File: config.mk
export PLATFORM = sky130hd
export DESIGN_NAME = vga_timing_gen
export DESIGN_NICKNAME = d
export VERILOG_FILES = /design/src/rtl/vga_timing_gen.sv
export SDC_FILE = /design/constraint.sdc
export NUM_CORES = 1
export LEC_CHECK = 0
export CAP_MARGIN = 10
export CORE_ASPECT_RATIO = 1.4
export CORE_MARGIN = 4
export CORE_UTILIZATION = 23
export DETAILED_ROUTE_END_ITERATION = 16
export SYNTH_ARGS = -nofsm -noshare
export SYNTH_HDL_FRONTEND = slang
export SYNTH_SLANG_ARGS = --single-unit
File: constraint.sdc
create_clock -name clk -period 2.85 [get_ports clk]
set_input_delay 0.57 -clock clk [delete_from_list [all_inputs] [get_ports clk]]
set_output_delay 0.57 -clock clk [all_outputs]
set_load 0.005 [all_outputs]
File: src/rtl/vga_timing_gen.sv
// Free-running XGA raster timing generator: counters, sync/blank strobes, frame pulse and frame count.
// Define VGA_TIMING_NEG_SYNC_EN to drive hsync/vsync active-low at the output flops.
module vga_timing_gen #(
    parameter int H_TOTAL       = 1344,
    parameter int H_BLANK_START = 1024,
    parameter int H_SYNC_START  = 1048,
    parameter int H_SYNC_END    = 1184,
    parameter int V_TOTAL       = 806,
    parameter int V_BLANK_START = 768,
    parameter int V_SYNC_START  = 771,
    parameter int V_SYNC_END    = 777,
    parameter int CNT_W         = 11
) (
    input  logic             clk,
    input  logic             rst,
    input  logic             en,
    output logic [CNT_W-1:0] hcount,
    output logic             hsync,
    output logic             hblnk,
    output logic [CNT_W-1:0] vcount,
    output logic             vsync,
    output logic             vblnk,
    output logic             frame_start,
    output logic [7:0]       frame_cnt
);

`ifdef VGA_TIMING_NEG_SYNC_EN
    localparam logic SYNC_INV = 1'b1;
`else
    localparam logic SYNC_INV = 1'b0;
`endif

    localparam logic [CNT_W-1:0] H_LAST = CNT_W'(H_TOTAL - 1);
    localparam logic [CNT_W-1:0] V_LAST = CNT_W'(V_TOTAL - 1);
    localparam logic [CNT_W-1:0] H_TOT  = CNT_W'(H_TOTAL);
    localparam logic [CNT_W-1:0] V_TOT  = CNT_W'(V_TOTAL);
    localparam logic [CNT_W-1:0] H_BS   = CNT_W'(H_BLANK_START);
    localparam logic [CNT_W-1:0] H_SS   = CNT_W'(H_SYNC_START);
    localparam logic [CNT_W-1:0] H_SE   = CNT_W'(H_SYNC_END);
    localparam logic [CNT_W-1:0] V_BS   = CNT_W'(V_BLANK_START);
    localparam logic [CNT_W-1:0] V_SS   = CNT_W'(V_SYNC_START);
    localparam logic [CNT_W-1:0] V_SE   = CNT_W'(V_SYNC_END);

    logic             h_wrap;
    logic             f_wrap;
    logic [CNT_W-1:0] h_next;
    logic [CNT_W-1:0] v_next;

    // Strobes are decoded from the next-state counters so they line up with the registered counts.
    always_comb begin
        h_wrap = (hcount == H_LAST);
        f_wrap = h_wrap && (vcount == V_LAST);
        h_next = h_wrap ? '0 : hcount + 1'b1;
        v_next = vcount;
        if (h_wrap)
            v_next = (vcount == V_LAST) ? '0 : vcount + 1'b1;
    end

    always_ff @(posedge clk or posedge rst) begin
        if (rst) begin
            hcount      <= '0;
            vcount      <= '0;
            hsync       <= SYNC_INV;
            vsync       <= SYNC_INV;
            hblnk       <= 1'b0;
            vblnk       <= 1'b0;
            frame_start <= 1'b0;
            frame_cnt   <= '0;
        end else if (en) begin
            hcount      <= h_next;
            vcount      <= v_next;
            hblnk       <= (h_next >= H_BS) && (h_next < H_TOT);
            hsync       <= ((h_next >= H_SS) && (h_next < H_SE)) ^ SYNC_INV;
            vblnk       <= (v_next >= V_BS) && (v_next < V_TOT);
            vsync       <= ((v_next >= V_SS) && (v_next < V_SE)) ^ SYNC_INV;
            frame_start <= f_wrap;
            if (f_wrap)
                frame_cnt <= frame_cnt + 8'd1;
        end else begin
            frame_start <= 1'b0;
        end
    end

endmodule

Word level (Yosys, flattened, before mapping)
Cells that the tools add are included.
{"block": "word_totals", "regBits": 35, "input_bits": 3, "output_inout_bits": 35}
{"block": "classes", "addsub": 3, "magnitude_cmp": 8, "n_eq_ne": 2, "n_mux": 4, "n_reduce_logical": 6}
{"operator": "2-to-1 mux 11 bit", "n": 3}
{"operator": "adder 11 x 1 -> 11 bit (second input constant)", "n": 2}
{"operator": "greater-or-equal comparator 11 x 10 -> 1 bit (second input constant)", "n": 2}
{"operator": "greater-or-equal comparator 11 bit (second input constant)", "n": 2}
{"operator": "less-than comparator 11 x 10 -> 1 bit (second input constant)", "n": 2}
{"operator": "less-than comparator 11 bit (second input constant)", "n": 2}
{"operator": "equality test 11 x 10 -> 1 bit (second input constant)", "n": 1}
{"operator": "equality test 11 bit (second input constant)", "n": 1}
{"operator": "adder 8 x 1 -> 8 bit (second input constant)", "n": 1}
{"operator": "logical AND 1 bit", "n": 5}
{"operator": "AND reduction 2 bit", "n": 1}
{"operator": "2-to-1 mux 1 bit", "n": 1}

Longest topological paths before layout
Gate-level depths: netlist of the first run.
{"block": "depth", "word_depth": 5, "depth_mapped": 9}

Worst setup path after synthesis of the first run
Ideal clock, no wire load.
{"block": "synth_path", "path_kind": "register -> register", "startpoint": "register hcount[9]", "endpoint": "register vsync", "setup_time_ns": 0.067, "arrival_ns": 2.547, "required_ns": 2.783, "setup_slack_ns": 0.236, "stages_incl_launch_ff": 9, "n_path_buf": 3, "period_less_slack_ns": 2.614, "cell_sequence": "dfrtp_1 > buf_6 > or4b_1 > buf_2 > or4_1 > buf_2 > o41a_1 > nor4_2 > a32o_1"}
{"block": "synth_via", "elab_chain_cells": 4, "elab_cells_between_ends": 5}
{"item": "start: declaration", "line_no": "17", "rtl": "output logic [CNT_W-1:0] hcount,"}
{"item": "start signal: assignment", "line_no": "70", "rtl": "hcount <= h_next;"}
{"item": "equality test 11 bit *", "line_no": "51", "rtl": "h_wrap = (hcount == H_LAST);"}
{"item": "2-to-1 mux 11 bit *", "line_no": "55", "rtl": "if (h_wrap)"}
{"item": "greater-or-equal comparator 11 x 10 -> 1 bit or less-than comparator 11 x 10 -> 1 bit (tied branches)", "line_no": "75", "rtl": "vsync <= ((v_next >= V_SS) && (v_next < V_SE)) ^ SYNC_INV;"}
{"item": "logical AND 1 bit *", "line_no": "75"}
{"item": "end signal: assignment", "line_no": "75"}
{"item": "end: declaration", "line_no": "21", "rtl": "output logic vsync,"}
Mark *: on every way between the ends. The rest lies on a longest branch, timed or not.
A chain may end at the register's enable or synchronous reset.

Final worst setup path of the first run
{"block": "layout_path", "startpoint": "register hcount[6]", "endpoint": "register vsync"}
The elaborated chain is that of the path after synthesis.

==> results of run 1 <==
==> layer usage <==
metal,up-vias,global-route usage,routed length [um]
li1,978,-,-
met1,980,0.1288,2483
met2,63,0.1978,3053
met3,23,0.02391,266
met4,0,0.04981,213
met5,-,0,0
==> path summary, 6_finish.rpt <==
check                        startpoint  cells after the start           end
max reg2reg                   hcount[6]                      6         vsync
min                        frame_cnt[7]                      1  frame_cnt[7]
max                           hcount[6]                      6         vsync
max in group asynchronous           rst                      3     hcount[3]
min in group asynchronous           rst                      3     hcount[4]
min reg2reg                frame_cnt[7]                      1  frame_cnt[7]
==> state kept, by name (all words and copies together), names as in the netlist <==
register / flops
hsync: 1
vsync: 1
hcount: 11
frame_start: 1
frame_cnt: 8
hblnk: 1
vcount: 11
vblnk: 1
==> cell usage after synthesis, types with 3 or more instances <==
library cell                n
sky130_fd_sc_hd__a21oi_1    8
sky130_fd_sc_hd__a22o_1     4
sky130_fd_sc_hd__a32o_1     3
sky130_fd_sc_hd__and2_1     3
sky130_fd_sc_hd__and3_1     8
sky130_fd_sc_hd__buf_2      4
sky130_fd_sc_hd__clkbuf_1   8
sky130_fd_sc_hd__dfrtp_1   35
sky130_fd_sc_hd__ha_1       4
sky130_fd_sc_hd__inv_1      7
sky130_fd_sc_hd__mux2_2     5
sky130_fd_sc_hd__nand2_1   29
sky130_fd_sc_hd__nand3_1    9
sky130_fd_sc_hd__nand4_1    9
sky130_fd_sc_hd__nor2_1    17
sky130_fd_sc_hd__nor3_1     5
sky130_fd_sc_hd__nor4_1     4
sky130_fd_sc_hd__o21ai_0   16
sky130_fd_sc_hd__o31ai_1    6
sky130_fd_sc_hd__or3_1      3
sky130_fd_sc_hd__or4_1      3
sky130_fd_sc_hd__xnor2_1   15
sky130_fd_sc_hd__xor2_1     6
==> cell type report <==
cell class	instances	area share
well taps	107	0.04681
clock buffers	5	0.04374
inverters	8	0.01050
clock inverters	3	0.005249
flip-flops and latches	35	0.3062
multi-input cells	184	0.4186
repair buffers	52	0.1689
==> metrics by stage <==
step | hold slack [ns] | util
2_1_floorplan | 0.4684 | -
3_3_place_gp | 0.4683 | 0.2979
3_5_place_dp | 0.4693 | 0.2979
4_1_cts | 0.4769 | 0.3132
5_1_grt | 0.4817 | 0.3132
6_report | 0.4729 | 0.3132
==> logic make-up after synthesis <==
family,after synthesis,synth area share
AND/OR/NAND/NOR,97,0.2348
AO/OA/AOI/OAI,56,0.1789
flip-flops,35,0.4039
buffers and inverters,22,0.04385
XOR/XNOR,21,0.08483
multiplexers,6,0.03058
adder cells (fa/ha/maj),4,0.02308
==> worst max-delay path: cells and delay by family (launching register included) <==
kind | cells | cell delay, ns
simple gates | 3 | 1.63
compound gates | 2 | 0.49
flops | 1 | 0.38
mux | 1 | 0.13
==> power groups by stage <==
stage,Sequential (mW),Combinational [mW],Clock (mW)
detailed placement,0.629,0.373,0
finish,0.621,0.367,0.523
CTS,0.621,0.375,0.540
global placement,0.626,0.369,0
floorplan,0.608,0.215,0
global route,0.633,0.412,0.568
==> impl_metrics.xml, run 1 <==
<?xml version="1.0" encoding="UTF-8"?>
<metrics>
  <group name="run">
    <metric name="timing.max_cap.violations" unit="">0</metric>
  </group>
  <group name="clock_tree">
    <metric name="cts.reportedPaths.clkPinSlew" unit="ns">0.05</metric>
    <metric name="numCtsBuffers" unit="">5</metric>
    <metric name="clk_path_buf_depth" unit="">2</metric>
    <metric name="cts_resized" unit="">0</metric>
    <metric name="cts-root-buf" unit="">sky130_fd_sc_hd__clkbuf_16</metric>
    <metric name="htree_levels" unit="">2</metric>
    <metric name="clock_latency" unit="ns">0.28</metric>
    <metric name="cts_sinks" unit="">35</metric>
    <metric name="ctsHoldBuffers" unit="">0</metric>
    <metric name="cts_tree" unit="">built</metric>
    <metric name="postCtsSetupBuffers" unit="">0</metric>
  </group>
  <group name="timing">
    <metric name="finalSetupViolCount" unit="">0</metric>
    <metric name="slew_violations" unit="">0</metric>
    <metric name="finalClockSkew" unit="ns">0.001774</metric>
    <metric name="maxSlewHeadroom" unit="">0.5498</metric>
    <metric name="tightest_slew" unit="ns">0.6667</metric>
    <metric name="grt_setup_unrepaired" unit="">false</metric>
    <metric name="timing.final.hold_violations" unit="">0</metric>
    <metric name="final_critical_path_setup_slack" unit="ns">0.1510</metric>
    <metric name="layout_worst_path_cycle_share" unit="">0.9470</metric>
    <metric name="setup_total_negative_slack" unit="ns">0</metric>
    <metric name="achievable-frequency" unit="GHz">0.3705</metric>
    <metric name="timing.final.crit_period" unit="ns">2.699</metric>
  </group>
  <group name="floorplan">
    <metric name="core" unit="mm^2">0.009131</metric>
    <metric name="fp-row-count" unit="">41</metric>
    <metric name="design.portCount" unit="">38</metric>
    <metric name="die_width" unit="um">90.06</metric>
    <metric name="initial_core_utilization" unit="">0.2375</metric>
    <metric name="dieHeight" unit="um">122.9</metric>
    <metric name="die_area" unit="mm^2">0.01107</metric>
  </group>
  <group name="cells_and_area">
    <metric name="post-route-cell-area" unit="mm^2">0.002860</metric>
    <metric name="drive_above_1_share" unit="">0.1150</metric>
    <metric name="num_antenna_cells" unit="">0</metric>
    <metric name="nNetsFinal" unit="">293</metric>
    <metric name="final_common_cell" unit="">sky130_fd_sc_hd__clkdlybuf4s50_1</metric>
    <metric name="footprint_of_the_multi_input_gates" unit="mm^2">0.001197</metric>
    <metric name="layout.area.seq" unit="um^2">875.8</metric>
    <metric name="fillers" unit="">971</metric>
    <metric name="stdcell_count" unit="">394</metric>
    <metric name="final_cell_mix" unit="">sky130_fd_sc_hd__clkdlybuf4s50_1 (37), sky130_fd_sc_hd__dfrtp_1 (35), sky130_fd_sc_hd__nand2_1 (29)</metric>
    <metric name="area.growth.synth_to_final" unit="%">31.91</metric>
  </group>
  <group name="power">
    <metric name="power_report.internal_total" unit="mW">1.056</metric>
    <metric name="pwr-share-clk" unit="">0.346</metric>
    <metric name="finalPower" unit="mW">1.511</metric>
    <metric name="vdd_drop_max" unit="uV">196.8</metric>
    <metric name="power.share.switching" unit="">0.3011</metric>
    <metric name="seq_power_share" unit="">0.411</metric>
    <metric name="power.switching" unit="mW">0.4550</metric>
    <metric name="pwr-share-comb" unit="">0.243</metric>
    <metric name="power_leakage" unit="nW">1.129</metric>
    <metric name="p_per_area" unit="mW/mm^2">528.4</metric>
  </group>
  <group name="synth">
    <metric name="synth_top_cell_area_share" unit="">0.4039</metric>
    <metric name="seq_area_frac_synth" unit="">0.4039</metric>
    <metric name="synth_edf_count" unit="">0</metric>
    <metric name="synth_flop_cell" unit="">sky130_fd_sc_hd__dfrtp_1</metric>
    <metric name="synthArstFlopShare" unit="">1.000</metric>
    <metric name="syn-instance-count" unit="">241</metric>
    <metric name="syn_area" unit="mm^2">0.002168</metric>
    <metric name="postSynthNetCount" unit="">248</metric>
    <metric name="ys_ff_latch" unit="">35</metric>
    <metric name="yosysTopAreaCell" unit="">sky130_fd_sc_hd__dfrtp_1</metric>
    <metric name="synth.lib_cells_used.distinct" unit="">49</metric>
    <metric name="synth-warning-count" unit="">0</metric>
    <metric name="synth.top_cells.by_area" unit="">sky130_fd_sc_hd__dfrtp_1 (40%), sky130_fd_sc_hd__xnor2_1 (6.1%), sky130_fd_sc_hd__nand2_1 (5.0%), sky130_fd_sc_hd__o21ai_0 (3.7%), sky130_fd_sc_hd__nor2_1 (2.9%)</metric>
    <metric name="syn_avg_cell_area" unit="um^2">8.997</metric>
  </group>
  <group name="routing">
    <metric name="drt.antenna.violating_nets" unit="">0</metric>
    <metric name="drt_first_iter_violations" unit="">149</metric>
    <metric name="wl_per_cell" unit="um">15.27</metric>
    <metric name="number_of_iterations_in_the_first_detailed_routing_pass" unit="">5</metric>
    <metric name="num_vias" unit="">2044</metric>
    <metric name="drt_drc_violations_left" unit="">0</metric>
    <metric name="routed_wl" unit="um">6016</metric>
    <metric name="post_drt_via_cell_ratio" unit="">5.188</metric>
  </group>
  <group name="outcome">
    <metric name="outcome" unit="">finished, final reports clean</metric>
  </group>
  <group name="setup_path">
    <metric name="crit_path_end_kind" unit="">register</metric>
    <metric name="crit_fanout" unit="">10</metric>
    <metric name="reg2reg_setup_slack" unit="ns">0.15</metric>
    <metric name="worst_endpoint_data_arrival_time" unit="ns">2.91</metric>
    <metric name="worst_setup_path_start_kind" unit="">register</metric>
    <metric name="worst-setup-path-type" unit="">reg -&gt; reg</metric>
    <metric name="slowest_stage" unit="">sky130_fd_sc_hd__or4b_1</metric>
    <metric name="cpPeakStageDelay" unit="ns">0.66</metric>
    <metric name="critical_path.most_common_cell" unit="">sky130_fd_sc_hd__a32o_1</metric>
    <metric name="worstPathRequired" unit="ns">3.06</metric>
    <metric name="path_cells" unit="">or4b_1 &gt; or4_1 &gt; a32o_1 &gt; or3_1 &gt; mux2i_1 &gt; a32o_1</metric>
  </group>
  <group name="placed_design">
    <metric name="gpl.final_weighted_congestion" unit="">0.9113</metric>
    <metric name="pre_cts_slack" unit="ns">0.1907</metric>
    <metric name="place.port_buffers" unit="">37</metric>
    <metric name="place_inst" unit="">386</metric>
    <metric name="place_hpwl" unit="um">4462</metric>
    <metric name="detailed_place.area" unit="mm^2">0.002720</metric>
  </group>
  <group name="global_routing">
    <metric name="first_global_vias" unit="">2054</metric>
    <metric name="grt_antenna_before_repair" unit="">0</metric>
    <metric name="grt_start_max_net_pins" unit="">36</metric>
    <metric name="grt_first_pass_wirelength" unit="um">10050</metric>
    <metric name="globalRouteOverflowTotal" unit="">0</metric>
    <metric name="grtUsageTotal" unit="">0.1113</metric>
  </group>
  <group name="min_path">
    <metric name="min-delay-path-class" unit="">reg -&gt; reg</metric>
  </group>
</metrics>
(Power assumes the default switching activity.)
==> run 2, diff against run 1 <==
--- a/config.mk
+++ b/config.mk
@@ -7,9 +7,10 @@
 export LEC_CHECK = 0
 export CAP_MARGIN = 10
 export CORE_ASPECT_RATIO = 1.4
-export CORE_MARGIN = 4
 export CORE_UTILIZATION = 23
 export DETAILED_ROUTE_END_ITERATION = 16
+export DONT_BUFFER_PORTS = 1
+export MAX_ROUTING_LAYER = met4
 export SYNTH_ARGS = -nofsm -noshare
 export SYNTH_HDL_FRONTEND = slang
 export SYNTH_SLANG_ARGS = --single-unit
==> impl_metrics.xml, run 2 (synthesis results as in run 1) <==
<?xml version="1.0" encoding="UTF-8"?>
<metrics>
  <group name="timing">
    <metric name="grt_setup_unrepaired" unit="">false</metric>
    <metric name="timing.final.hold_violations" unit="">0</metric>
    <metric name="maxSlewHeadroom" unit="">0.4979</metric>
    <metric name="achievable-frequency" unit="GHz">0.3752</metric>
    <metric name="finalSetupViolCount" unit="">0</metric>
    <metric name="timing.final.crit_period" unit="ns">2.665</metric>
    <metric name="slew_violations" unit="">0</metric>
    <metric name="final.hold.worst_slack" unit="ns">0.3146</metric>
    <metric name="finalClockSkew" unit="ns">0.005459</metric>
    <metric name="tightest_slew" unit="ns">0.7524</metric>
    <metric name="final_critical_path_setup_slack" unit="ns">0.1845</metric>
    <metric name="setup_total_negative_slack" unit="ns">0</metric>
    <metric name="layout_worst_path_cycle_share" unit="">0.9352</metric>
  </group>
  <group name="placed_design">
    <metric name="place_inst" unit="">353</metric>
    <metric name="gpl.final_weighted_congestion" unit="">0.8322</metric>
    <metric name="place_hpwl" unit="um">4364</metric>
    <metric name="pre_cts_slack" unit="ns">0.2014</metric>
    <metric name="detailed_place.area" unit="mm^2">0.002380</metric>
    <metric name="place.port_buffers" unit="">0</metric>
  </group>
  <group name="setup_path">
    <metric name="worstReg2RegEnd" unit="">vsync</metric>
    <metric name="worst-setup-path-type" unit="">reg -&gt; reg</metric>
    <metric name="worst_setup_path_start_kind" unit="">register</metric>
    <metric name="crit_fanout" unit="">7</metric>
    <metric name="worst-r2r-cell-count" unit="">8</metric>
    <metric name="timing.rr.start" unit="">hcount[0]</metric>
    <metric name="critical_path.most_common_cell" unit="">sky130_fd_sc_hd__or3_1</metric>
    <metric name="worst_endpoint_data_arrival_time" unit="ns">2.83</metric>
    <metric name="timing.critical_path.max_delay_family" unit="">compound AO/OA/AOI/OAI gates</metric>
    <metric name="reg2reg_setup_slack" unit="ns">0.18</metric>
    <metric name="critical_path.n_buffers_inverters" unit="">1</metric>
    <metric name="slowest_stage" unit="">sky130_fd_sc_hd__o41ai_1</metric>
    <metric name="worstPathRequired" unit="ns">3.01</metric>
    <metric name="crit_path_end_kind" unit="">register</metric>
    <metric name="path_cells" unit="">ha_1 &gt; nand2_1 &gt; buf_4 &gt; or3_1 &gt; o41ai_1 &gt; or3_1 &gt; mux2i_1 &gt; a32o_1</metric>
    <metric name="cpPeakStageDelay" unit="ns">0.58</metric>
  </group>
  <group name="cells_and_area">
    <metric name="drive_above_1_share" unit="">0.1496</metric>
    <metric name="post-route-cell-area" unit="mm^2">0.002524</metric>
    <metric name="nNetsFinal" unit="">260</metric>
    <metric name="area.growth.synth_to_final" unit="%">16.39</metric>
    <metric name="footprint_of_the_multi_input_gates" unit="mm^2">0.001201</metric>
    <metric name="fillers" unit="">944</metric>
    <metric name="layout.area.seq" unit="um^2">875.8</metric>
    <metric name="stdcell_count" unit="">361</metric>
    <metric name="reg.largest.list" unit="">hcount x11, vcount x11, frame_cnt x8</metric>
    <metric name="num_antenna_cells" unit="">0</metric>
    <metric name="final_cell_mix" unit="">sky130_fd_sc_hd__dfrtp_1 (35), sky130_fd_sc_hd__nand2_1 (29), sky130_fd_sc_hd__buf_4 (19)</metric>
    <metric name="final_util" unit="">0.2779</metric>
    <metric name="final_common_cell" unit="">sky130_fd_sc_hd__dfrtp_1</metric>
  </group>
  <group name="power">
    <metric name="vdd_drop_max" unit="uV">405.2</metric>
    <metric name="power.share.switching" unit="">0.3109</metric>
    <metric name="power_leakage" unit="nW">1.016</metric>
    <metric name="power.switching" unit="mW">0.4541</metric>
    <metric name="seq_power_share" unit="">0.405</metric>
    <metric name="power_report.internal_total" unit="mW">1.007</metric>
    <metric name="finalPower" unit="mW">1.461</metric>
    <metric name="p_per_area" unit="mW/mm^2">578.8</metric>
    <metric name="pwr-share-clk" unit="">0.358</metric>
    <metric name="pwr-share-comb" unit="">0.237</metric>
  </group>
  <group name="global_routing">
    <metric name="first_global_vias" unit="">1835</metric>
    <metric name="grtUsageTotal" unit="">0.1300</metric>
    <metric name="grt_antenna_before_repair" unit="">0</metric>
    <metric name="grt_first_pass_wirelength" unit="um">9694</metric>
    <metric name="globalRouteOverflowTotal" unit="">0</metric>
    <metric name="grt_start_max_net_pins" unit="">25</metric>
  </group>
  <group name="clock_tree">
    <metric name="numCtsBuffers" unit="">5</metric>
    <metric name="cts_sinks" unit="">35</metric>
    <metric name="htree_levels" unit="">2</metric>
    <metric name="cts_tree" unit="">built</metric>
    <metric name="cts.reportedPaths.clkPinSlew" unit="ns">0.06</metric>
    <metric name="clk_path_buf_depth" unit="">2</metric>
    <metric name="cts-root-buf" unit="">sky130_fd_sc_hd__clkbuf_16</metric>
    <metric name="clock_latency" unit="ns">0.28</metric>
  </group>
  <group name="outcome">
    <metric name="outcome" unit="">finished, violations left</metric>
    <metric name="violated_checks" unit="">design-rule violations</metric>
  </group>
  <group name="routing">
    <metric name="post_drt_via_cell_ratio" unit="">5.205</metric>
    <metric name="drt_first_iter_violations" unit="">113</metric>
    <metric name="wl_per_cell" unit="um">16.43</metric>
    <metric name="num_vias" unit="">1879</metric>
    <metric name="routed_wl" unit="um">5931</metric>
    <metric name="number_of_iterations_in_the_first_detailed_routing_pass" unit="">11</metric>
    <metric name="drt.antenna.violating_nets" unit="">0</metric>
    <metric name="drt_drc_violations_left" unit="">8</metric>
  </group>
  <group name="floorplan">
    <metric name="dieHeight" unit="um">116.9</metric>
    <metric name="design.portCount" unit="">38</metric>
    <metric name="initial_core_utilization" unit="">0.2388</metric>
    <metric name="core" unit="mm^2">0.009080</metric>
    <metric name="die_area" unit="mm^2">0.009825</metric>
    <metric name="fp-row-count" unit="">41</metric>
    <metric name="die_width" unit="um">84.06</metric>
  </group>
  <group name="run">
    <metric name="timing.max_cap.violations" unit="">0</metric>
  </group>
  <group name="min_path">
    <metric name="min-delay-path-class" unit="">in -&gt; async</metric>
  </group>
</metrics>
-- run 2: cell count changes in the layout (fill, tap and decap cells not counted) --
cell and delta:
sky130_fd_sc_hd__clkdlybuf4s50_1 -37, sky130_fd_sc_hd__buf_4 +4, sky130_fd_sc_hd__or4_1 -1, sky130_fd_sc_hd__or4_4 +1
-- run 2: final cells by class --
type	instances	share of cell area
clock inverter	3	0.005949
clock buffer	5	0.04958
inverter	8	0.01190
multi-input combinational	184	0.4760
timing repair buffer	19	0.05652
tap	107	0.05305
sequential	35	0.3471
-- run 2: metal layers --
| metal | share of wire | global-route usage | up-vias |
|---|---|---|---|
| met1 | 0.42 | 0.1459 | 886 |
| met3 | 0.063 | 0.03506 | 6 |
| met2 | 0.50 | 0.2273 | 69 |
| met4 | 0.0089 | 0.03908 | 0 |
| li1 | - | - | 918 |
| met5 | 0 | - | - |
-- run 2: worst max-delay path by stage --
stage / startpoint / to / slack (ns) / cells after the start
floorplan: hcount[9] / vsync / 0.24 / 8
global placement: hcount[10] / vsync / 0.24 / 6
detailed placement: hcount[10] / vsync / 0.20 / 6
CTS: hcount[10] / vsync / 0.17 / 6
global route: hcount[10] / vcount[8] / 0.05 / 7
finish: hcount[0] / vsync / 0.18 / 8
-- run 2: power by group through the flow --
stage | Clock, mW | Combinational [mW] | Sequential (mW)
final | 0.523 | 0.346 | 0.591
after global routing | 0.557 | 0.387 | 0.600
after CTS | 0.541 | 0.349 | 0.592
after detailed placement | 0 | 0.348 | 0.600
after global placement | 0 | 0.345 | 0.598
after floorplan | 0 | 0.215 | 0.608
-- run 2: timing repair --
action	4_1_cts	5_1_grt
buffers inserted	0	0
endpoints found under the setup margin	0	1
hold buffers	0	0
gates resized for setup	0	1
